==> config.mk <==
export PLATFORM = sky130hd
export DESIGN_NAME = por_reset_seq
export DESIGN_NICKNAME = d
export VERILOG_FILES = /design/src/rtl/por_reset_seq_pkg.sv /design/src/rtl/por_reset_seq_bit_sync.sv /design/src/rtl/por_reset_seq.sv
export SDC_FILE = /design/constraint.sdc
export NUM_CORES = 1
export LEC_CHECK = 0
export ABC_AREA = 1
export BUFFER_PORTS_ARGS = -buffer_cell sky130_fd_sc_hd__clkbuf_2
export CAP_MARGIN = 20
export CORE_MARGIN = 2
export CORE_UTILIZATION = 35
export DETAILED_ROUTE_END_ITERATION = 8
export REMOVE_ABC_BUFFERS = 1
export SETUP_SLACK_MARGIN = 0.4
export SLEW_MARGIN = 0
export SYNTH_ARGS = -nofsm -noshare
export SYNTH_HDL_FRONTEND = slang
export SYNTH_HIERARCHICAL = 1
export SYNTH_SLANG_ARGS = --single-unit
export TNS_END_PERCENT = 30
==> constraint.sdc <==
create_clock -name clk_in -period 2.1 [get_ports clk_in]
set_input_delay 0.63 -clock clk_in [delete_from_list [all_inputs] [get_ports clk_in]]
set_output_delay 0.63 -clock clk_in [all_outputs]
set_load 0.05 [all_outputs]
==> src/rtl/por_reset_seq_pkg.sv <==
// Shared types for the power-on reset sequencer: FSM state encoding and parameter helpers.
package por_reset_seq_pkg;

    typedef enum logic [2:0] {
        WAIT_PG  = 3'd0,
        DEBOUNCE = 3'd1,
        HOLD     = 3'd2,
        RUN      = 3'd3,
        FAULT    = 3'd4
    } state_t;

    function automatic int max3(input int a, input int b, input int c);
        int m;
        m = (a > b) ? a : b;
        return (m > c) ? m : c;
    endfunction

endpackage

==> src/rtl/por_reset_seq_bit_sync.sv <==
// Multi-flop synchroniser for a single asynchronous level; clears to 0 on async reset.
module bit_sync #(
    parameter int STAGES = 2
) (
    input  logic clk,
    input  logic rst_n,
    input  logic d,
    output logic q
);

    logic [STAGES-1:0] sync_q;

    // NOTE: sequential state is always assigned with <= so every flop samples pre-edge values.
    always_ff @(posedge clk or negedge rst_n) begin
        if (!rst_n) begin
            sync_q <= '0;
        end else begin
            sync_q <= {sync_q[STAGES-2:0], d};
        end
    end

    assign q = sync_q[STAGES-1];

endmodule

==> src/rtl/por_reset_seq.sv <==
// Power-on reset sequencer: synchronises and debounces pwr_good, then holds rst_out for HOLD_CYCLES.
// Optional PG_TIMEOUT_EN adds a sticky fault when the sequence fails to reach RUN in time.
module por_reset_seq
    import por_reset_seq_pkg::*;
#(
    parameter int SYNC_STAGES    = 2,
    parameter int DEB_CYCLES     = 16,
    parameter int HOLD_CYCLES    = 500,
    parameter int TIMEOUT_CYCLES = 50000,
    parameter int CNT_W          = 16
) (
    input  logic clk_in,
    input  logic rst,
    input  logic pwr_good,
    output logic rst_out,
    output logic ready,
    output logic fault
);

    localparam int MAX_SPAN = max3(DEB_CYCLES, HOLD_CYCLES, TIMEOUT_CYCLES);

    if (SYNC_STAGES < 2 || DEB_CYCLES < 1 || HOLD_CYCLES < 1 || TIMEOUT_CYCLES < 1) begin : g_bad_param
        $error("por_reset_seq: SYNC_STAGES must be >= 2 and all cycle counts >= 1");
    end

    if ($clog2(MAX_SPAN) > CNT_W) begin : g_bad_cnt_w
        $error("por_reset_seq: CNT_W too narrow for the largest terminal count");
    end

    localparam logic [CNT_W-1:0] DEB_LAST  = CNT_W'(DEB_CYCLES - 1);
    localparam logic [CNT_W-1:0] HOLD_LAST = CNT_W'(HOLD_CYCLES - 1);

    logic             pg_s;
    state_t           state;
    state_t           next_state;
    logic [CNT_W-1:0] cnt;
    logic [CNT_W-1:0] cnt_next;

    bit_sync #(
        .STAGES (SYNC_STAGES)
    ) u_pg_sync (
        .clk   (clk_in),
        .rst_n (rst),
        .d     (pwr_good),
        .q     (pg_s)
    );

`ifdef PG_TIMEOUT_EN
    localparam logic [CNT_W-1:0] TMO_LAST = CNT_W'(TIMEOUT_CYCLES - 1);

    logic [CNT_W-1:0] tmo_cnt;
    logic [CNT_W-1:0] tmo_next;
    logic             tmo_hit;

    // Frozen in FAULT so the counter can never wrap while the block is parked there.
    always_comb begin
        tmo_hit  = (state != RUN) && (state != FAULT) && (tmo_cnt == TMO_LAST);
        tmo_next = tmo_cnt;
        if (state == RUN) begin
            tmo_next = '0;
        end else if (state != FAULT) begin
            tmo_next = tmo_cnt + CNT_W'(1);
        end
    end
`endif

    // NOTE: every signal gets a default at the top of always_comb so no path can infer a latch.
    always_comb begin
        next_state = state;
        cnt_next   = cnt;
        case (state)
            WAIT_PG: begin
                if (pg_s) begin
                    next_state = DEBOUNCE;
                    cnt_next   = '0;
                end
            end
            DEBOUNCE: begin
                if (!pg_s) begin
                    next_state = WAIT_PG;
                    cnt_next   = '0;
                end else if (cnt == DEB_LAST) begin
                    next_state = HOLD;
                    cnt_next   = '0;
                end else begin
                    cnt_next = cnt + CNT_W'(1);
                end
            end
            HOLD: begin
                if (!pg_s) begin
                    next_state = WAIT_PG;
                    cnt_next   = '0;
                end else if (cnt == HOLD_LAST) begin
                    next_state = RUN;
                    cnt_next   = '0;
                end else begin
                    cnt_next = cnt + CNT_W'(1);
                end
            end
            RUN: begin
                if (!pg_s) begin
                    next_state = WAIT_PG;
                    cnt_next   = '0;
                end
            end
`ifdef PG_TIMEOUT_EN
            FAULT: begin
                next_state = FAULT;
                cnt_next   = '0;
            end
`endif
            default: begin
                next_state = WAIT_PG;
                cnt_next   = '0;
            end
        endcase
`ifdef PG_TIMEOUT_EN
        // A timeout outranks any normal progress made on the same edge.
        if (tmo_hit) begin
            next_state = FAULT;
            cnt_next   = '0;
        end
`endif
    end

    // Outputs are registered from next_state so they change on the same edge as the state.
    always_ff @(posedge clk_in or negedge rst) begin
        if (!rst) begin
            state   <= WAIT_PG;
            cnt     <= '0;
            rst_out <= 1'b1;
            ready   <= 1'b0;
`ifdef PG_TIMEOUT_EN
            tmo_cnt <= '0;
            fault   <= 1'b0;
`endif
        end else begin
            state   <= next_state;
            cnt     <= cnt_next;
            rst_out <= (next_state != RUN);
            ready   <= (next_state == RUN);
`ifdef PG_TIMEOUT_EN
            tmo_cnt <= tmo_next;
            fault   <= (next_state == FAULT);
`endif
        end
    end

`ifndef PG_TIMEOUT_EN
    assign fault = 1'b0;
`endif

endmodule

# Word-level counts from Yosys, hierarchy flattened

Index checks and enable logic that the tools add are counted.

Flip-flop bits (word level): 23
Bits in latches: 0
Memory bits (writable): 0
ROM bits: 0
Bits of input ports: 3
Memories kept: 0

Add/sub/neg operators: 1
Multipliers: 0
Div/mod/pow operators: 0
$lt $le $gt $ge: 0
Equal/unequal tests: 9
Shifts and indexed selects: 0
Mux-type cells: 14
Bitwise gates (word level): 0
Reductions and logical operators: 2

Operator list:

| kind                                           | number |
|---|---|
| two-way mux 16 bit                             | 6 |
| case mux 16 bit (4 select lines)               | 1 |
| two-way mux 3 bit                              | 6 |
| adder 16 x 1 -> 16 bit, second input constant  | 1 |
| == test 16 x 4 -> 1 bit, second input constant | 1 |
| == test 16 x 9 -> 1 bit, second input constant | 1 |
| case mux 3 bit (4 select lines)                | 1 |
| == test 3 x 2 -> 1 bit, second input constant  | 3 |
| == test 3 x 1 -> 1 bit, second input constant  | 1 |
| logical NOT 3 bit                              | 1 |
| != test 3 x 2 -> 1 bit, second input constant  | 1 |
| != test 2 x 1 -> 1 bit, second input constant  | 1 |
| != test 2 bit, second input constant           | 1 |
| AND reduction 2 bit                            | 1 |

# Logic depth before layout (Yosys ltp)

Depth after elaboration: 5
Mapped depth: 10
Depth with buffers taken out: 9

# Hierarchy

Netlist, hierarchy kept.

By module, submodules not included:

| module        | times used | cells an instance | area each (um2) |
|---|---|---|---|
| por_reset_seq | 1          | 196               | 1401.3 |
| bit_sync      | 1          | 2                 | 50.0 |

# Least setup slack after synthesis

Ideal clock, no wire load.

Kind: register -> register
From: reg cnt[1]
To: reg cnt[7]
Arrival time: 1307 ps
Required time: 1974 ps
Slack: 668 ps
Stages on the path, launching flop included: 10
Path buffers: 1
Period minus slack after synthesis: 1432 ps
Cell sequence: dfrtp_1 ha_1 nand3_1 nor2_1 nand2_1 nand2_1 nand2_2 nand2_2 buf_6 a21oi_2

Longest elaborated chain between the ends: 4
Elaborated cells between the ends (all ways): 8
Classes of those cells: add/sub (1); eq/ne (2); mux (5)

RTL lines:

| element                                              | line                                     | RTL |
|---|---|---|
| from (decl)                                          | por_reset_seq.sv:36                      | `logic [CNT_W-1:0] cnt;` |
| from (signal assigned)                               | por_reset_seq.sv:139                     | `cnt <= cnt_next;` |
| adder 16 x 1 -> 16 bit, or another cell as far along | por_reset_seq.sv:86, por_reset_seq.sv:97 |  |
| two-way mux 16 bit, on equally long branches         | por_reset_seq.sv:93, por_reset_seq.sv:82 |  |
| two-way mux 16 bit, on equally long branches         | por_reset_seq.sv:90, por_reset_seq.sv:79 |  |
| case mux 16 bit (4 select lines) (*)                 | por_reset_seq.sv:71                      | `case (state)` |

Mark *: on every way between the ends. The rest lies on a longest branch, timed or not.
A chain may end at the register's enable or synchronous reset.

# Final worst setup path

From: reg rst_out
To: out rst_out

RTL lines:

| element                | line                 | RTL |
|---|---|---|
| from (decl)            | por_reset_seq.sv:15  | `output logic rst_out,` |
| from (signal assigned) | por_reset_seq.sv:140 | `rst_out <= (next_state != RUN);` |

No word-level cell between the ends.

==> results.yml <==
pwr:
  p_total_mw: 0.8128
  ir_drop_mv: 0.2200
  power.leakage_nw: 0.6717
  pwr_density_cell_mw_per_mm2: 525.6
drt:
  num_vias: 1233
  drcViolationCount: 0
  routedWlPerCell_um: 12.16
  dr.first_iter.drc_count: 79
  viasPerCell: 4.932
  ant_nets: 0
  wl_mm: 3.039
  dr.pass1.iters: 4
critical_path:
  cp_slowest_cell: "dfstp_2"
  path_buf_inv: 1
  critPathMaxFanout: 1
  reg2reg_to: "cnt[9]"
  worstSetupPathType: "reg -> out"
  reg2reg_depth: 8
  startpoint_type: "register"
  worstPathArrival_ps: 1050
  cpPeakStageDelay_ps: 520
  crit_family: "flip-flops"
  required_ps: 1470
  r2r_setup_slack_ps: 540
  crit_path_end_kind: "output pin"
  worstReg2RegStart: "cnt[1]"
  crit_cells: 1
  crit_chain: "clkbuf_2"
sta:
  report.final.slew_viol_count: 0
  fmax_ghz: 0.5935
  hold_viol_final: 0
  tns_ps: 0
  rsz0062_at_grt: "yes"
  period_needed_ps: 1685
  slew-limit-headroom_pct: 60.56
  setup_viol: 0
  finalClockSkew_ps: 1.678
  worstMarginPinSlew_ps: 591.6
  final.period_utilization_pct: 80.23
layout:
  multi_input_area_um2: 772.0
  finalNetCount: 205
  drive_above_1_share_pct: 18.00
  n_fill_cell: 415
  area_delta_synth_final_pct: 6.552
  antenna_cells: 0
  fin_area_mm2: 0.001546
  seqCellArea_um2: 578.1
  final_core_util_pct: 38.66
yosys:
  yosysSeqAreaShare_pct: 39.74
  netlist.top_cell.by_area: "dfrtp_1"
  synth.distinct_cells: 28
  synthFlopType: "dfrtp_1"
  synthArstFlopShare_pct: 100.0
  synth_edf_count: 0
  ys_ff_latch: 23
  syn_area_mm2: 0.001451
  avgSynthCellArea_um2: 7.330
  synth_area_leaders: "dfrtp_1 38%, nand2_1 15%, nor2_1 7.8%"
  netlist.area_leader.share_pct: 37.93
  netlist_instances: 198
  ys.warnings.count: 6
cts:
  htreeDepth: 1
  postCtsHoldBufs: 0
  cts.sinks: 23
  cts_resized: 1
  cts_setup_buffers: 0
  clk_pin_slew_ps: 80
  root_buffer: "clkbuf_8"
  cts_tree: "done"
  numCtsBuffers: 3
  clk_path_buf_depth: 2
  clk_latency_ps: 270
die:
  fp-row-count: 23
  io_pins: 6
  die_h_um: 68.40
  die-area_mm2: 0.004678
  start_util_pct: 36.28
  die_x_um: 68.40
  coreArea_mm2: 0.004000
place:
  gp_congestion: 0.8194
  io_buffer_count: 4
  placed_cell_area_mm2: 0.001491
  dpl.hpwl_mm: 2.231
grt:
  track_usage_pct: 14.43
  grt_antenna_before_repair: 0
  grt_max_degree: 24
  grt_overflow: 0
  grt_pass1_wl_mm: 5.092
  grt_pass1_vias: 1102
status:
  status: "finished clean"
hold_path:
  hp-class: "in -> async"
job:
  cap_violations: 0
==> routing by layer <==
metal	share of wire, %	GRT usage [%]
met4	1.5	4.500
met1	52	20.20
met2	44	23.20
met5	0	0
met3	2.2	1.480
==> through the flow <==
step	setup WS, ps	hold slack (ps)	cells
after floorplan	642.5	331.2	192
after global placement	479.7	334.0	246
after detailed placement	405.1	337.9	246
after CTS	400.0	359.0	250
after global routing	373.5	375.4	250
final	415.1	345.3	250
==> state kept, by name (all words and copies together) (netlist names) <==
register and count:
state 3, ready 1, rst_out 1, u_pg_sync/sync_q 2, cnt 16
==> area by class of cell <==
type	instances	share of cell area, %
clock buffers	3	2.670
clock inverters	1	0.3236
inverters	18	4.369
multi-input cells	151	49.92
flip-flops and latches	23	37.38
well taps	50	4.045
repair buffers	4	1.295
==> synth_stat cells (all sizes together), types with 2 or more instances <==
| cell type | instances |
|---|---|
| dfrtp | 22 |
| inv | 18 |
| a21oi | 9 |
| xor2 | 7 |
| nand3 | 18 |
| nand2 | 61 |
| o21ai | 5 |
| buf | 7 |
| nor3 | 2 |
| nor2 | 32 |
| nand4 | 10 |
==> worst reg2reg max path: stages, from the launching register on <==
cell	delay (ps)
dfrtp_1	410
ha_2	260
nand3_1	110
nor2_1	120
nand2_1	90
nand2_1	80
nand2_2	90
nand2_4	200
o21ai_1	100
==> layout by cell type, fill, tap and decap left out <==
cell,synthesis,routed
dfrtp_1,22,21
nor2_2,2,2
clkbuf_8,0,3
nor3_2,2,2
o22ai_1,1,1
inv_2,6,6
nand4_1,10,10
clkbuf_2,0,4
inv_1,12,12
ha_2,0,1
nand3_2,1,1
nor2_1,30,30
o21ai_0,1,1
conb_1,1,2
nand2_4,1,2
nand2_1,57,57
dfrtp_2,0,1
o21bai_1,1,1
a21boi_0,1,1
a21oi_1,1,1
dfstp_2,1,1
xor2_1,7,7
o21ai_1,2,2
nand3_1,17,17
a21oi_2,8,8
o21ai_2,2,2
clkinv_2,0,1
nand2_2,3,2
a211oi_1,1,1
==> report_power, final <==
group	internal, mW	switching [mW]
Combinational	0.0171	0.0480
Sequential	0.454	0.0135
Clock	0.133	0.148
==> worst max-delay path by stage <==
stage              end  startpoint
2_1_floorplan  cnt[10]      cnt[1]
3_3_place_gp   cnt[10]      cnt[1]
3_5_place_dp    cnt[9]      cnt[1]
4_1_cts        rst_out     rst_out
5_1_grt        rst_out     rst_out
6_report       rst_out     rst_out
==> cell families (layout without fill, tap and decap cells) <==
| family | Yosys count | count (layout) | synth area share [%] |
|---|---|---|---|
| other | 1 | 2 | 0.2584 |
| XOR/XNOR | 7 | 7 | 4.224 |
| adder cells (fa/ha/maj) | 1 | 1 | 0.8619 |
| AO/OA/AOI/OAI | 18 | 18 | 9.397 |
| buffers and inverters | 25 | 26 | 7.844 |
| flip-flops | 23 | 23 | 39.74 |
| AND/OR/NAND/NOR | 123 | 123 | 37.67 |
No activity file was read; power rests on OpenSTA's default activity.
